==> config.mk <==
export PLATFORM = sky130hd
export DESIGN_NAME = bht_counter_table
export DESIGN_NICKNAME = d
export VERILOG_FILES = /design/src/rtl/bht_counter_table.sv
export SDC_FILE = /design/constraint.sdc
export NUM_CORES = 1
export LEC_CHECK = 0
export CORE_ASPECT_RATIO = 2
export CORE_UTILIZATION = 29
export DETAILED_ROUTE_END_ITERATION = 6
export GPL_TIMING_DRIVEN = 1
export PLACE_DENSITY_LB_ADDON = 0.3
export SLEW_MARGIN = 20
export SYNTH_ARGS = -nofsm -noshare
export SYNTH_HDL_FRONTEND = slang
export SYNTH_SLANG_ARGS = --single-unit
==> constraint.sdc <==
create_clock -name clk_i -period 4.39 [get_ports clk_i]
set_input_delay 0.439 -clock clk_i [delete_from_list [all_inputs] [get_ports clk_i]]
set_output_delay 0.439 -clock clk_i [all_outputs]
set_load 0.03 [all_outputs]
==> src/rtl/bht_counter_table.sv <==
// Branch history table of 2-bit saturating counters, indexed by PC.
// The table is cleared by a one-entry-per-cycle sweep after reset or flush.
module bht_counter_table #(
  parameter int unsigned NR_ENTRIES = 64,
  parameter int unsigned VLEN       = 39
) (
  input  logic            clk_i,
  input  logic            rst_i,
  input  logic            flush_i,
  input  logic            debug_mode_i,
  input  logic            lookup_valid_i,
  input  logic [VLEN-1:0] lookup_pc_i,
  input  logic            update_valid_i,
  input  logic [VLEN-1:0] update_pc_i,
  input  logic            update_taken_i,
  output logic            predict_valid_o,
  output logic            predict_taken_o,
  output logic            busy_o
);

  localparam int unsigned IDX_W = $clog2(NR_ENTRIES);
  localparam logic [IDX_W-1:0] LAST_IDX = IDX_W'(NR_ENTRIES - 1);

  typedef enum logic {
    IDLE  = 1'b0,
    SWEEP = 1'b1
  } state_e;

  state_e           state_q, state_d;
  logic [IDX_W-1:0] sweep_idx_q, sweep_idx_d;
  logic             predict_valid_q, predict_valid_d;
  logic             predict_taken_q, predict_taken_d;

  // Table storage has no reset; the sweep initialises every entry.
  logic             valid_q [NR_ENTRIES];
  logic [1:0]       ctr_q   [NR_ENTRIES];

  logic [IDX_W-1:0] lookup_idx;
  logic [IDX_W-1:0] update_idx;
  logic             sweep_we;
  logic             update_en;
  logic             lookup_en;
  logic             upd_cur_valid;
  logic [1:0]       upd_cur_ctr;
  logic [1:0]       upd_new_ctr;
  logic             tbl_we;
  logic [IDX_W-1:0] tbl_widx;
  logic             tbl_wvalid;
  logic [1:0]       tbl_wctr;

  // Bit 0 and the bits above the index do not select an entry.
  logic unused_pc_bits;
  assign unused_pc_bits = ^{lookup_pc_i[VLEN-1:IDX_W+1], lookup_pc_i[0],
                            update_pc_i[VLEN-1:IDX_W+1], update_pc_i[0]};

  assign lookup_idx = lookup_pc_i[IDX_W:1];
  assign update_idx = update_pc_i[IDX_W:1];

  // Next state and sweep write enable
  always_comb begin
    state_d     = state_q;
    sweep_idx_d = sweep_idx_q;
    sweep_we    = 1'b0;
    case (state_q)
      IDLE: begin
        if (flush_i) begin
          state_d     = SWEEP;
          sweep_idx_d = '0;
        end
      end
      SWEEP: begin
        if (flush_i) begin
          sweep_idx_d = '0;
        end else begin
          sweep_we = 1'b1;
          if (sweep_idx_q == LAST_IDX) begin
            state_d     = IDLE;
            sweep_idx_d = '0;
          end else begin
            sweep_idx_d = sweep_idx_q + IDX_W'(1);
          end
        end
      end
      default: begin
        state_d     = SWEEP;
        sweep_idx_d = '0;
      end
    endcase
    if (rst_i) begin
      state_d     = SWEEP;
      sweep_idx_d = '0;
      sweep_we    = 1'b0;
    end
  end

  // Counter training
  always_comb begin
    update_en     = update_valid_i && (state_q == IDLE) && !flush_i &&
                    !debug_mode_i && !rst_i;
    upd_cur_valid = valid_q[update_idx];
    upd_cur_ctr   = ctr_q[update_idx];
    upd_new_ctr   = upd_cur_ctr;
    if (!upd_cur_valid) begin
      upd_new_ctr = update_taken_i ? 2'b10 : 2'b01;
    end else if (update_taken_i) begin
      if (upd_cur_ctr != 2'b11) upd_new_ctr = upd_cur_ctr + 2'b01;
    end else begin
      if (upd_cur_ctr != 2'b00) upd_new_ctr = upd_cur_ctr - 2'b01;
    end
  end

  // Single write port shared by sweep and update; they never coincide.
  always_comb begin
    tbl_we     = sweep_we || update_en;
    tbl_widx   = update_idx;
    tbl_wvalid = 1'b1;
    tbl_wctr   = upd_new_ctr;
    if (sweep_we) begin
      tbl_widx   = sweep_idx_q;
      tbl_wvalid = 1'b0;
      tbl_wctr   = 2'b01;
    end
  end

  // Lookup reads pre-write contents: no forwarding from a same-edge update.
  always_comb begin
    lookup_en       = lookup_valid_i && (state_q == IDLE) && !flush_i;
    predict_valid_d = lookup_en && valid_q[lookup_idx];
    predict_taken_d = predict_valid_d && ctr_q[lookup_idx][1];
  end

  always_ff @(posedge clk_i) begin
    if (rst_i) begin
      state_q         <= SWEEP;
      sweep_idx_q     <= '0;
      predict_valid_q <= 1'b0;
      predict_taken_q <= 1'b0;
    end else begin
      state_q         <= state_d;
      sweep_idx_q     <= sweep_idx_d;
      predict_valid_q <= predict_valid_d;
      predict_taken_q <= predict_taken_d;
    end
  end

  always_ff @(posedge clk_i) begin
    if (tbl_we) begin
      valid_q[tbl_widx] <= tbl_wvalid;
      ctr_q[tbl_widx]   <= tbl_wctr;
    end
  end

  assign predict_valid_o = predict_valid_q;
  assign predict_taken_o = predict_taken_q;
  assign busy_o          = (state_q == SWEEP);

endmodule

* After elaboration in Yosys (flattened, before gate mapping)
Memories as Yosys holds them, arrays and structs flattened.
Cells that the tools add are included.
** Storage, ports and cells
- Flip-flop bits (word level) :: 9
- Output and inout port bits :: 3
- Bits in read-only memories :: 0
- Bits in latches :: 0
- Memories :: 2
- Memory bits (writable) :: 192
- Logic and storage cells :: 47
** Memory list
- ctr_q :: depth 64, width 2, read ports 2, clocked after memory_dff 0, write ports 1, RTL line 36 : logic [1:0] ctr_q [NR_ENTRIES];
- valid_q :: depth 64, width 1, read ports 2, clocked after memory_dff 0, write ports 1, RTL line 35 : logic valid_q [NR_ENTRIES];
** Operators by class
- Equality and inequality tests :: 3
- Mux-type cells :: 21
- Order comparisons :: 0
- Reductions and logical operators :: 13
- Shifts and indexed selects :: 0
- $mul :: 0
- Bitwise gates (word level) :: 1
- Div/mod/pow operators :: 0
- Add/subtract/negate cells :: 3
** Operator list (count)
- 6-bit 2-to-1 mux :: 4
- 2-bit 2-to-1 mux :: 6
- 6-bit case mux with 2 select lines :: 1
- 1-bit 2-to-1 mux :: 9
- 1-bit logical AND :: 8
- 6-bit by 1-bit adder with 6-bit output, second input constant :: 1
- 6-bit equality test, second input constant :: 1
- 2-bit != test, second input constant :: 2
- 1-bit zero test :: 3
- 2-bit by 1-bit adder with 2-bit output, second input constant :: 1
- 1-bit case mux with 2 select lines :: 1
- 2-bit nonzero test :: 1
- 2-bit by 1-bit subtractor with 2-bit output, second input constant :: 1
- 1-bit logical OR :: 1
- 1-bit inverter :: 1

* Longest topological paths before layout
- Depth after elaboration :: 8
- Depth in mapped cells :: 10

* Worst setup path before layout
OpenSTA, ideal clock, no wires.
- Path type :: in2reg
- Start :: input update_pc_i[1]
- End :: memory ctr_q[0][0] (data pin)
- Cell stages on the path :: 10
- Library setup time :: 0.568 ns
- Data required time :: 3.822 ns
- Arrival time :: 3.916 ns
- Slack :: -0.093 ns
- Path through :: buf_4 -> buf_2 -> buf_2 -> nor2_1 -> a221o_1 -> o211ai_1 -> a21oi_1 -> a41oi_1 -> nor2_1 -> o221ai_1
** Between the ends
- Cells in the longest elaborated chain, start to end :: 6
** RTL lines
- start: declaration :: RTL line 14 : input logic [VLEN-1:0] update_pc_i,
- memory read 64 x 2 bit
- 2-bit by 1-bit subtractor with 2-bit output (tied with other cells) :: RTL line 108 : if (upd_cur_ctr != 2'b00) upd_new_ctr = upd_cur_ctr - 2'b01;
- 2-bit 2-to-1 mux (on tied branches) :: RTL line 108, 106
- 2-bit 2-to-1 mux :: RTL line 105 : end else if (update_taken_i) begin
- 2-bit 2-to-1 mux (*) :: RTL line 103 : if (!upd_cur_valid) begin
- 2-bit 2-to-1 mux (*) :: RTL line 118 : if (sweep_we) begin
- named net tbl_wctr[0] :: RTL line 49 : logic [1:0] tbl_wctr;
- end: declaration :: RTL line 36
The timed path passes the listed nets; every way through them passes the cells marked *.

* Final worst setup path
- Start :: input update_pc_i[3]
- End :: memory ctr_q[63][0] (data pin)
Same word-level chain as after synthesis.

==> reports/metrics.csv <==
metric,value,unit
type of the worst setup path,in -> reg,
post-CTS setup buffers,0,
f_max,300,MHz
combined area of all synthesized cells,0.00933,sq mm
cts bufs inserted,17,
final wirelength,25.7,mm
number of clock sinks,201,
"Most Used Layer, Global Route",met2,
switching part of the total,23.0,%
slew at the pin with the worst max-slew slack,865,ps
RSZ-0062 raised after global routing,no,
Layout Area Growth over Synthesis,13.4,%
share of the clock period used by the worst path,75.8,%
Clk network pwr share,35.4,%
sequential-to-total area share from yosys stat,63.7,%
placement-stage cell area,0.0101,sq mm
fraction of power consumed by combinational cells,9.6,%
Overall Global Routing Usage,16.0,%
initial antenna violation count,0,
I/O pin count,88,
switching component of the power,895,uW
met2 track demand over resource,31.2,%
library cells used by synthesis,49,
main flop type after synthesis,edfxtp_1,
Cells after Synth,571,
hold-fix buffers at CTS,0,
critical path data arrival time,3530,ps
placed cell count,1004,
register bit total from synthesis,201,
number of inserted diodes,0,
number of maximum-capacitance violations,0,
count of unresolved DRC violations after routing,0,
number of detailed-routing iterations run before antenna repair,5,
final worst path period need,3330,ps
Port Buffers,21,
Synthesized Nets,657,
Syn. warnings,0,
met3 Use GR,1.76,%
clock tree root buffer cell,clkbuf_16,
async set-reset flop share out of synthesis,0,%
Die Area,0.0329,sq mm
critical path startpoint category,input port,
clock buffer depth,3,
max_slew headroom,42.2,%
TritonCTS clock tree,yes,
Final GP Congestion,0.893,
met1 Use GR,16.2,%
maximum number of pins on one net before global-route repair,65,
Internal,3000,uW
"IR drop worst, VDD",0.183,mV
portion of total power attributed to sequential cells,55.1,%
final hold viol count,0,
logic depth of the worst register-to-register path,8,
number of synthesized flops with an enable pin,192,
Hold Crit Class,in -> reg,
source-to-sink clock delay at the later pin of the worst-skew pair,490,ps
total core area,0.0315,sq mm
final design instance area without fill,0.0106,sq mm
H-tree lvl count,1,
grt ovf,0,
cell count of the worst hold path,3,
number of vias in the routed layout,5448,
share of layout cells above drive strength 1,24.1,%
"Avg Cell Area, Syn",16.3,sq um
data required time at the worst endpoint,4590,ps
PD cells,368,mW/mm^2
overall die width,129,microns
wire length of the first global-routing pass,37.9,mm
largest fanout on the critical path,64,
DRT antenna net count,0,
quantity of gates resized following cts,0,
Wirelength per Cell,24.9,microns
post-route non-filler standard cell count,1033,
post-route clock skew,12.2,ps
kind of capture point of the worst setup path,flop,
standby leakage power,0.00321,uW
run status,"finished, final reports clean",
sum of negative setup slack,0,ps
average via count per standard cell,5.27,
number of global-route vias before repair,5895,
max-slew violation count,0,
clk slew on worst S/H paths,70,ps
net count of the finished layout,686,
cell row count,92,
# setup viols final,0,
Initial DRC Count,483,
die outline height,256,microns
Initial Util,29.6,%
total half-perimeter wirelength after legalization and detailed placement,17.8,mm
## routing by layer
metal  vias to the layer above  wire [microns]
met5                         -               0
met4                         0            1240
met3                        51             950
met2                       162           14900
met1                      2863            8600
li1                       2372               -
## layout make-up
type                    count  area [sq um]
repair buffers             41           378
clock buffers              22           444
multi-input cells         333          3230
clock inverters             7          31.3
inverters                   6          22.5
flip-flops and latches    201          5950
well taps                 423           529
fillers                  3111         21000
## registers in the layout, summed over array words and instances (netlist names)
signal,cells
busy_o,1
predict_taken_o,1
predict_valid_o,1
valid_q,64
sweep_idx_q,6
ctr_q,128
## logic make-up (layout without fill, tap and decap cells)
logic type | Yosys count | after routing | synth area share [%]
flip-flops | 201 | 201 | 63.7
multiplexers | 105 | 105 | 21.7
AND/OR/NAND/NOR | 165 | 165 | 7.76
adder cells (fa/ha/maj) | 1 | 1 | 0.134
buffers and inverters | 37 | 76 | 1.88
XOR/XNOR | 2 | 2 | 0.188
AO/OA/AOI/OAI | 60 | 60 | 4.63
## path summary, 6_finish.rpt
path	start	endpoint	slack [ps]
worst max-delay path	update_pc_i[3]	ctr_q[63][0]	1060
worst min register to register	sweep_idx_q[5]	sweep_idx_q[5]	580
worst max register to register	busy_o	ctr_q[56][1]	1340
worst min-delay path	rst_i	busy_o	560
## cells in the mapped netlist (3+ instances only)
| cell | count | area share, % |
|---|---|---|
| mux4_2 | 76 | 18 |
| mux2i_1 | 12 | 1.3 |
| o22ai_1 | 4 | 0.27 |
| a22oi_1 | 6 | 0.48 |
| inv_1 | 4 | 0.16 |
| a211oi_1 | 5 | 0.40 |
| o31ai_1 | 4 | 0.32 |
| clkbuf_1 | 13 | 0.52 |
| nand3_1 | 11 | 0.59 |
| nand2b_1 | 6 | 0.40 |
| a31oi_1 | 4 | 0.27 |
| buf_6 | 3 | 0.36 |
| o21ai_0 | 9 | 0.48 |
| o211ai_1 | 4 | 0.32 |
| mux2_2 | 17 | 2.1 |
| dfxtp_1 | 9 | 1.9 |
| o221ai_1 | 3 | 0.28 |
| nor2b_1 | 5 | 0.34 |
| nor2_1 | 81 | 3.3 |
| a21oi_1 | 6 | 0.32 |
| edfxtp_1 | 192 | 62 |
| buf_1 | 6 | 0.24 |
| nand3b_1 | 4 | 0.32 |
| nand2_1 | 43 | 1.7 |
| buf_2 | 8 | 0.43 |
## cells in the final DEF (no fill, tap or decap), types with 3 or more instances in the layout
cell	count
a211oi_1	5
a21oi_1	6
a22oi_1	6
a31oi_1	4
buf_12	3
buf_2	4
buf_4	17
clkbuf_1	5
clkbuf_16	17
clkdlybuf4s50_1	17
clkinv_1	4
clkinv_2	4
dfxtp_1	9
edfxtp_1	192
inv_1	4
mux2_2	17
mux2i_1	12
mux4_2	76
nand2_1	43
nand2b_1	6
nand3_1	11
nand3b_1	4
nor2_1	81
nor2b_1	5
o211ai_1	4
o21ai_0	9
o22ai_1	4
o31ai_1	4
## per-stage QoR
stage	hold slack [ps]	worst slack (ps)	util, %	total power [uW]
floorplan	480	815	-	2410
global placement	550	762	32.0	2550
detailed placement	545	617	32.0	2560
CTS	553	1130	33.5	3920
global route	575	951	33.5	4000
finish	559	1060	33.5	3890
## critical path: stages
cell	delay, ps
clkdlybuf4s50_1	790
nor2b_1	780
nand2_1	130
o211ai_1	230
a21oi_1	150
a41o_1	270
a21oi_1	290
o221ai_4	150
buf_12	250
## power groups by stage
stage                     combinational, uW  clock [uW]  sequential [uW]
after floorplan                         222           0             2190
after detailed placement                374           0             2190
after global routing                    395        1460             2140
after global placement                  364           0             2180
after CTS                               376        1400             2140
final                                   373        1380             2140
Note: power is estimated with default switching activity, not from simulation.
